`src/rtl/seg7_scan_driver.sv`:
```
`timescale 1ns/1ps
// seg7_scan_driver: time-multiplexed 4-digit seven-segment driver with per-frame snapshot,
// anti-ghosting dead time and registered outputs. Define SEG7_LZB_EN for leading-zero blanking.
module seg7_scan_driver #(
  parameter int SCAN_DIV    = 50000,
  parameter int DEAD_CYC    = 500,
  parameter bit SEG_ACT_LOW = 1'b1,
  parameter bit DIG_ACT_LOW = 1'b1
) (
  input  logic        clk,
  input  logic        rst_n,
  input  logic [31:0] Seg7,
  input  logic        Blank,
  output logic [7:0]  SegOut,
  output logic [3:0]  DigSel,
  output logic        FrameTick
);

  localparam int              CNT_W    = (SCAN_DIV > 2) ? $clog2(SCAN_DIV) : 1;
  localparam logic [CNT_W-1:0] CNT_MAX  = CNT_W'(SCAN_DIV - 1);
  localparam logic [CNT_W-1:0] DEAD_LIM = CNT_W'(DEAD_CYC);
  localparam logic [7:0]      SEG_OFF  = SEG_ACT_LOW ? 8'hFF : 8'h00;
  localparam logic [3:0]      DIG_OFF  = DIG_ACT_LOW ? 4'hF : 4'h0;

  typedef enum logic {DEAD, SHOW} state_t;

  state_t           state_q, state_d;
  logic [CNT_W-1:0] cnt_q, cnt_d;
  logic [1:0]       idx_q, idx_d;
  logic [31:0]      shadow_q, shadow_d;
  logic             valid_q, valid_d;
  logic [7:0]       seg_out_q, seg_out_d;
  logic [3:0]       dig_sel_q, dig_sel_d;
  logic             frame_tick_q, frame_tick_d;

  logic             slot_wrap;
  logic             snap;
  logic             show;
  logic [7:0]       seg_raw;
  logic [3:0]       dig_raw;
  logic [3:0]       lzb_blank;

  // Slot timing and the frame snapshot; valid stays low until the first snapshot exists.
  always_comb begin
    slot_wrap    = (cnt_q == CNT_MAX);
    snap         = slot_wrap && (idx_q == 2'd3);
    cnt_d        = slot_wrap ? '0 : cnt_q + 1'b1;
    idx_d        = slot_wrap ? idx_q + 2'd1 : idx_q;
    shadow_d     = snap ? Seg7 : shadow_q;
    valid_d      = valid_q | snap;
    frame_tick_d = snap;
  end

  always_comb begin
    state_d = state_q;
    case (state_q)
      DEAD:    if (cnt_d == DEAD_LIM) state_d = SHOW;
      SHOW:    if (slot_wrap) state_d = (DEAD_CYC == 0) ? SHOW : DEAD;
      default: state_d = DEAD;
    endcase
  end

`ifdef SEG7_LZB_EN
  logic [3:0] is_zero;

  // A "0" digit is blanked only while every more-significant digit is also blank.
  always_comb begin
    for (int i = 0; i < 4; i++) begin
      is_zero[i] = (shadow_q[8*i +: 7] == 7'h3F);
    end
    lzb_blank[3] = is_zero[3];
    lzb_blank[2] = is_zero[3] & is_zero[2];
    lzb_blank[1] = is_zero[3] & is_zero[2] & is_zero[1];
    lzb_blank[0] = 1'b0;
  end
`else
  assign lzb_blank = 4'h0;
`endif

  always_comb begin
    show      = valid_q && (state_q == SHOW) && !Blank && !lzb_blank[idx_q];
    seg_raw   = show ? shadow_q[8*idx_q +: 8] : 8'h00;
    dig_raw   = show ? (4'b0001 << idx_q) : 4'h0;
    seg_out_d = SEG_ACT_LOW ? ~seg_raw : seg_raw;
    dig_sel_d = DIG_ACT_LOW ? ~dig_raw : dig_raw;
  end

  // Segments and digit selects share one register stage so they always switch together.
  always_ff @(posedge clk or negedge rst_n) begin
    if (!rst_n) begin
      state_q      <= DEAD;
      cnt_q        <= '0;
      idx_q        <= 2'd0;
      shadow_q     <= 32'h0;
      valid_q      <= 1'b0;
      seg_out_q    <= SEG_OFF;
      dig_sel_q    <= DIG_OFF;
      frame_tick_q <= 1'b0;
    end else begin
      state_q      <= state_d;
      cnt_q        <= cnt_d;
      idx_q        <= idx_d;
      shadow_q     <= shadow_d;
      valid_q      <= valid_d;
      seg_out_q    <= seg_out_d;
      dig_sel_q    <= dig_sel_d;
      frame_tick_q <= frame_tick_d;
    end
  end

  assign SegOut    = seg_out_q;
  assign DigSel    = dig_sel_q;
  assign FrameTick = frame_tick_q;

endmodule

```
`config.mk`:
```
export PLATFORM = sky130hd
export DESIGN_NAME = seg7_scan_driver
export DESIGN_NICKNAME = d
export VERILOG_FILES = /design/src/rtl/seg7_scan_driver.sv
export SDC_FILE = /design/constraint.sdc
export NUM_CORES = 1
export LEC_CHECK = 0
export ABC_CLOCK_PERIOD_IN_PS = 4550
export BUFFER_PORTS_ARGS = -buffer_cell sky130_fd_sc_hd__buf_4
export CAP_MARGIN = 20
export CORE_MARGIN = 2
export CORE_UTILIZATION = 25
export CTS_CLUSTER_DIAMETER = 120
export CTS_CLUSTER_SIZE = 8
export DETAILED_ROUTE_END_ITERATION = 10
export GPL_TIMING_DRIVEN = 0
export SLEW_MARGIN = 20
export SYNTH_ARGS = -nofsm -noshare
export SYNTH_HDL_FRONTEND = slang
export SYNTH_SLANG_ARGS = --single-unit
```
`constraint.sdc`:
```
create_clock -name clk -period 4.55 [get_ports clk]
set_clock_uncertainty 0.1 [all_clocks]
set_input_delay 0.455 -clock clk [delete_from_list [all_inputs] [get_ports clk]]
set_output_delay 0.455 -clock clk [all_outputs]
set_load 0.05 [all_outputs]
```
==> reports/results.txt, run 1 <==
Status: completed
Adder-cell share of the synthesized area: 0.02495
PD cells: 349.8 mW/mm^2
Via Count: 2165
Worst reg-to-reg setup slack: 2.30 ns
Static leakage: 1.631 nW
Mapped Nets: 328
Detailed Route Iter0 Violations: 152
Post-synth EDFFs: 0
Worst-Skew Late Latency: 0.33 ns
Routed len/inst: 13.76 um
Hold crit path type: in2async
H-Tree Depth: 3
Setup crit start kind: register
Max clock buf depth: 2
First-pass GRT wire length: 11390 um
Crit end category: register
Worst r2r dst: state_q
Vias per inst: 4.356
Die ar.: 0.01293 mm^2
Die width: 113.7 um
Antenna Nets Post-Route: 0
Most common cell in the netlist: nand2_1
Delay-heaviest family, CP: simple AND/OR/NAND/NOR gates
Sequential area share after synthesis: 0.5455
Max Cap Viol: 0
Clock transition at the registers of the reported paths: 0.06 ns
Dpl hpwl: 4833 um
Largest stage delay, worst path: 0.61 ns
Crit path cell chain: ha_1 > nand4_1 > nor4b_1 > mux2i_1 > o2111ai_1 > o21ai_1
Final Slew Violations: 0
Max Fanout on Critical Path: 6
Tmin final: 2.253 ns
VDD IR-drop max: 0.1559 mV
Post-route setup TNS: 0 ns
DRT Pass-1 Iters: 4
Die Ht: 113.7 um
Share of cells above drive strength 1: 0.2943
Slowest-stage cell, CP: nor4b_1
Simple-gate area share of the yosys netlist: 0.2474
CTS Sinks: 65
Post-Syn Area: 0.003009 mm^2
Worst endpoint required time: 4.70 ns
FF+latch count, synth: 65
Mux contribution to synthesized area: 0.06694
Final setup violating endpoints: 0
Clk root buf: clkbuf_16
Slew HR: 0.4588
Compound-Gate Fraction of Synth Area: 0.02994
CP Class: reg2reg
Post-Syn Area per Cell: 10.48 um^2
Synth cell count leaders: 115 x nand2_1, 53 x dfrtp_1, 12 x dfstp_2, 9 x xnor2_1
Post-CTS setup repair buffer count: 0
Crit share post-route: 0.4952
Netlist cell types: 42
Mapped Cells: 287
TritonCTS buffer count: 9
Yosys top cell area share: 0.4407
Hold Buf Count CTS: 0
Row count: 40
Antenna cells: 0
R2R depth: 6
FF-to-FF Start: cnt_q[0]
Total track usage: 0.1146
PortBufs: 47
Routed WL: 6839 um
DRC: 0
Total power: 1.353 mW
CTS tree: yes
Nets: 386
RSZ-0062 raised after global routing: false
Buffers & Inverters on Critical Path: 0
Core Box Area: 0.01186 mm^2
# IOs: 48
Layout Area Growth over Synthesis: 28.52%
Top FF cell, synth: dfrtp_1
Worst slew pin tran: 0.8118 ns
Top cells by area, synth: dfrtp_1 44%, nand2_1 14%, dfstp_2 10%, mux4_2 6.0%, buf_6 2.6%
Worst path arrival time: 2.41 ns
Initial antenna violation count: 0
XOR/XNOR share of the synthesized area: 0.03784
Largest net degree at the start of global routing: 66
Routability cong.: 0.7927
Initial Util: 0.2537
Fin. Hold Viols: 0
Gr ovfl total: 0
Post_cts resized: 0
Post-synth ARST share: 1.000
Yosys top cell by area: dfrtp_1
Fmax achieved: 0.4438 GHz
Ys Warns: 0
Largest family of logic cells by synthesized area: simple AND/OR/NAND/NOR gates
Number of global-route vias before repair: 2270
## layout by cell type, fill, tap and decap left out, types with 2 or more instances in the layout
cell          n
and2_1        2
buf_2         3
buf_4        49
buf_6         7
bufinv_16     2
clkbuf_1      4
clkbuf_16     9
clkinv_4      2
clkinvlp_4    2
dfrtp_1      53
dfstp_2      12
ha_1          6
inv_1         6
mux4_2        8
nand2_1     115
nand3_1       4
nand4_1       8
nand4bb_1     2
nor2_1        8
nor3_1        3
nor4_1        3
nor4_2        2
nor4b_1       2
o2111ai_1     2
o21ai_0       3
or3_1         2
xnor2_1       9
xor2_1        4
## routing by layer
metal,share of wire,vias up,GRT usage,wire [um]
met4,0.025,0,0.06667,171
met5,0,-,0,0
met2,0.46,36,0.1729,3127
met1,0.48,1044,0.1503,3258
met3,0.041,12,0.02816,281
li1,-,1073,-,-
## where the power goes
group	switching (mW)	total (mW)	internal (mW)
clock network	0.258	0.739	0.481
logic	0.0167	0.0353	0.0185
registers	0	0.579	0.579
total	0.274	1.35	1.08
## worst max path at each step
stage | from | endpoint | slack (ns) | cells past startpoint
2_1_floorplan | cnt_q[4] | shadow_q[0] | 2.67 | 7
3_3_place_gp | cnt_q[0] | state_q | 2.39 | 6
3_5_place_dp | cnt_q[0] | state_q | 2.32 | 6
4_1_cts | cnt_q[0] | state_q | 2.29 | 6
5_1_grt | cnt_q[0] | state_q | 2.11 | 6
6_report | cnt_q[0] | state_q | 2.30 | 6
## sequential cells by signal, indices dropped and copies added, names as in the netlist
name	flops
valid_q	1
DigSel	4
FrameTick	1
cnt_q	16
state_q	1
SegOut	8
shadow_q	32
idx_q	2
## per-stage QoR
stage	worst slack, ns	instances	hold WS (ns)	instance area, um^2	util
global route	2.115	497	0.1882	3867	0.3261
CTS	2.287	497	0.1506	3867	0.3261
global placement	2.394	481	0.3448	3546	0.2989
floorplan	2.668	287	0.05941	3009	-
detailed placement	2.319	481	0.3542	3546	0.2989
finish	2.297	497	0.1198	3867	0.3261
## cells by family (layout without fill, tap and decap cells)
group	after synthesis	after routing
AND/OR/NAND/NOR	160	160
flip-flops	65	65
buffers and inverters	21	84
XOR/XNOR	13	13
AO/OA/AOI/OAI	12	12
multiplexers	10	10
adder cells (fa/ha/maj)	6	6
## layout make-up
type,instances,area [um^2]
multi-input cells,201,1225
flip-flops and latches,65,1642
repair buffers,47,352.8
clock inverters,6,92.59
clock buffers,10,229.0
inverters,6,22.52
plain buffers,15,120.1
well taps,147,183.9
fillers,1176,7994
Power figures use the tool's default switching activity.
==> run 2: changes to the inputs <==
ABC_AREA = 1   (was unset)
ABC_CLOCK_PERIOD_IN_PS = 2300   (was 4550)
clock period = 2.3 ns   (was 4.55 ns; I/O delays follow)
==> reports/results.txt, run 2 <==
Nets: 500
Worst endpoint required time: 2.41 ns
Most common cell in the netlist: nand2_1
Post-route setup TNS: 0 ns
Slowest-stage cell, CP: dfrtp_1
Sequential area share after synthesis: 0.5364
Antenna cells: 0
Crit path cell chain: ha_1 > nand2_1 > nor2_4 > nand3_2 > nor2_4 > nor2_1 > nand3_1 > nor2_1 > nand3_1 > nand2_1
RSZ-0062 raised after global routing: false
Layout Cells excl Fill: 611
Routability cong.: 0.8849
Placed cells: 577
Mapped Nets: 424
VDD IR-drop max: 0.3273 mV
Post-synth ARST share: 1.000
First-pass GRT wire length: 13630 um
Fin. Hold Viols: 0
Commonest non-fill, non-tap cell in the layout: nand2_1
DRC: 0
Crit end category: register
Post-Syn Area: 0.003060 mm^2
Area of the multi-input gates: 0.001250 mm^2
Die Ht: 114.6 um
Slew HR: 0.4597
Total track usage: 0.1314
Die ar.: 0.01314 mm^2
CTS tree: yes
# IOs: 48
Top cells by area, synth: dfrtp_1 43%, nand2_1 20%, dfstp_2 10%, nor2_1 4.9%, inv_1 3.8%
Detailed Route Iter0 Violations: 230
Max clock buf depth: 2
Gr ovfl total: 0
DRT Pass-1 Iters: 4
Mapped Cells: 383
Hold crit path type: in2reg
TritonCTS buffer count: 9
Dpl ws: 0.3224 ns
Number of global-route vias before repair: 2889
Largest register by flop count: shadow_q
Worst-Skew Late Latency: 0.32 ns
Post-synth EDFFs: 0
Antenna Nets Post-Route: 0
Clock transition at the registers of the reported paths: 0.05 ns
Post_cts resized: 0
Vias per inst: 4.370
PnR worst setup slack: 0.3057 ns
Placed cell area: 0.003597 mm^2
Clk root buf: clkbuf_16
Final instance area: 0.004089 mm^2
Worst path arrival time: 2.10 ns
Dpl hpwl: 5487 um
Layout Area Growth over Synthesis: 33.61%
Crit share post-route: 0.8671
Routed WL: 7797 um
Die width: 114.6 um
Hold Buf Count CTS: 18
Max Cap Viol: 0
Final setup violating endpoints: 0
Status: completed
Setup crit start kind: register
Yosys top cell area share: 0.4334
Initial Util: 0.2559
Worst slew pin tran: 0.8105 ns
Tmin final: 1.994 ns
Top FF cell, synth: dfrtp_1
Largest net degree at the start of global routing: 66
Netlist cell types: 23
Static leakage: 1.946 nW
# fillers: 1240
PortBufs: 47
Flip-flop and latch area: 0.001642 mm^2
Most frequent cells in the layout: 162 x nand2_1, 53 x dfrtp_1, 50 x buf_4
Final Slew Violations: 0
Post-Syn Area per Cell: 7.991 um^2
Synth cell count leaders: 162 x nand2_1, 53 x dfrtp_1, 40 x nor2_1, 31 x inv_1, 19 x o21ai_0
Routed len/inst: 12.76 um
H-Tree Depth: 3
Initial antenna violation count: 0
Ys Warns: 0
Post-CTS setup repair buffer count: 0
Share of cells above drive strength 1: 0.2004
Yosys top cell by area: dfrtp_1
Fmax achieved: 0.5014 GHz
Max reg flops: 32
Max Fanout on Critical Path: 6
Row count: 40
Largest stage delay, worst path: 0.42 ns
Core Box Area: 0.01196 mm^2
FF+latch count, synth: 65
CTS Sinks: 65
CP Class: reg2reg
Via Count: 2670
PD cells: 645.1 mW/mm^2
[run 2: cell count changes after synthesis, moves of 7 or more]
cell,before,now
nor2_1,8,40
inv_1,6,31
nor2_2,0,8
o22ai_1,0,8
nand3_1,4,14
buf_6,7,0
nand2_1,115,162
o21ai_0,3,19
mux4_2,8,0
xnor2_1,9,0
[run 2: final timing paths]
path                          start           end  slack [ns]  cells past startpoint
setup / recovery           cnt_q[0]       state_q        0.31                     10
hold / removal              Seg7[4]   shadow_q[4]       0.008                      3
setup reg to reg           cnt_q[0]       state_q        0.31                     10
hold reg to reg             valid_q       valid_q        0.37                      1
max in group asynchronous     rst_n  shadow_q[14]        1.12                      2
min in group asynchronous     rst_n      cnt_q[4]        0.46                      2
[run 2: logic make-up (layout without fill, tap and decap cells)]
group | after synthesis | in the layout | synth area share
buffers and inverters | 42 | 123 | 0.05519
AO/OA/AOI/OAI | 29 | 29 | 0.05233
adder cells (fa/ha/maj) | 6 | 6 | 0.02453
flip-flops | 65 | 65 | 0.5364
AND/OR/NAND/NOR | 239 | 239 | 0.3258
XOR/XNOR | 2 | 2 | 0.005725
[run 2: metrics by stage]
stage	util	hold WS (ns)	total power, mW
4_1_cts	0.3418	0.001631	2.675
5_1_grt	0.3418	0.009778	2.732
2_1_floorplan	-	-0.1656	1.165
3_3_place_gp	0.3007	0.2773	1.233
6_report	0.3418	0.007615	2.638
3_5_place_dp	0.3007	0.2797	1.234
[run 2: metal layers]
layer / wire [um] / vias up / GRT usage
met4: 66 / 0 / 0.03740
met1: 3637 / 1259 / 0.1684
met3: 338 / 6 / 0.03759
met5: 0 / - / 0
li1: - / 1341 / -
met2: 3755 / 64 / 0.2162
[run 2: worst max-delay path, delay by kind of cell, from the launching register on]
family        cells  cell delay, ns
fa+ha+maj         1            0.31
flops             1            0.42
simple gates      9            1.06
[run 2: layout make-up]
| class | count | area share |
|---|---|---|
| Buffer | 9 | 0.01102 |
| Timing Repair Buffer | 65 | 0.1304 |
| Multi-Input combinational cell | 276 | 0.3057 |
| Clock buffer | 14 | 0.06701 |
| Sequential cell | 65 | 0.4015 |
| Tap cell | 147 | 0.04498 |
| Clock inverter | 2 | 0.009180 |
| Inverter | 33 | 0.03029 |
[run 2: power by group]
group          switching (mW)  total (mW)  internal [mW]
Combinational          0.0348      0.0905         0.0556
Sequential                  0        1.15           1.15
Clock                   0.473        1.40          0.928
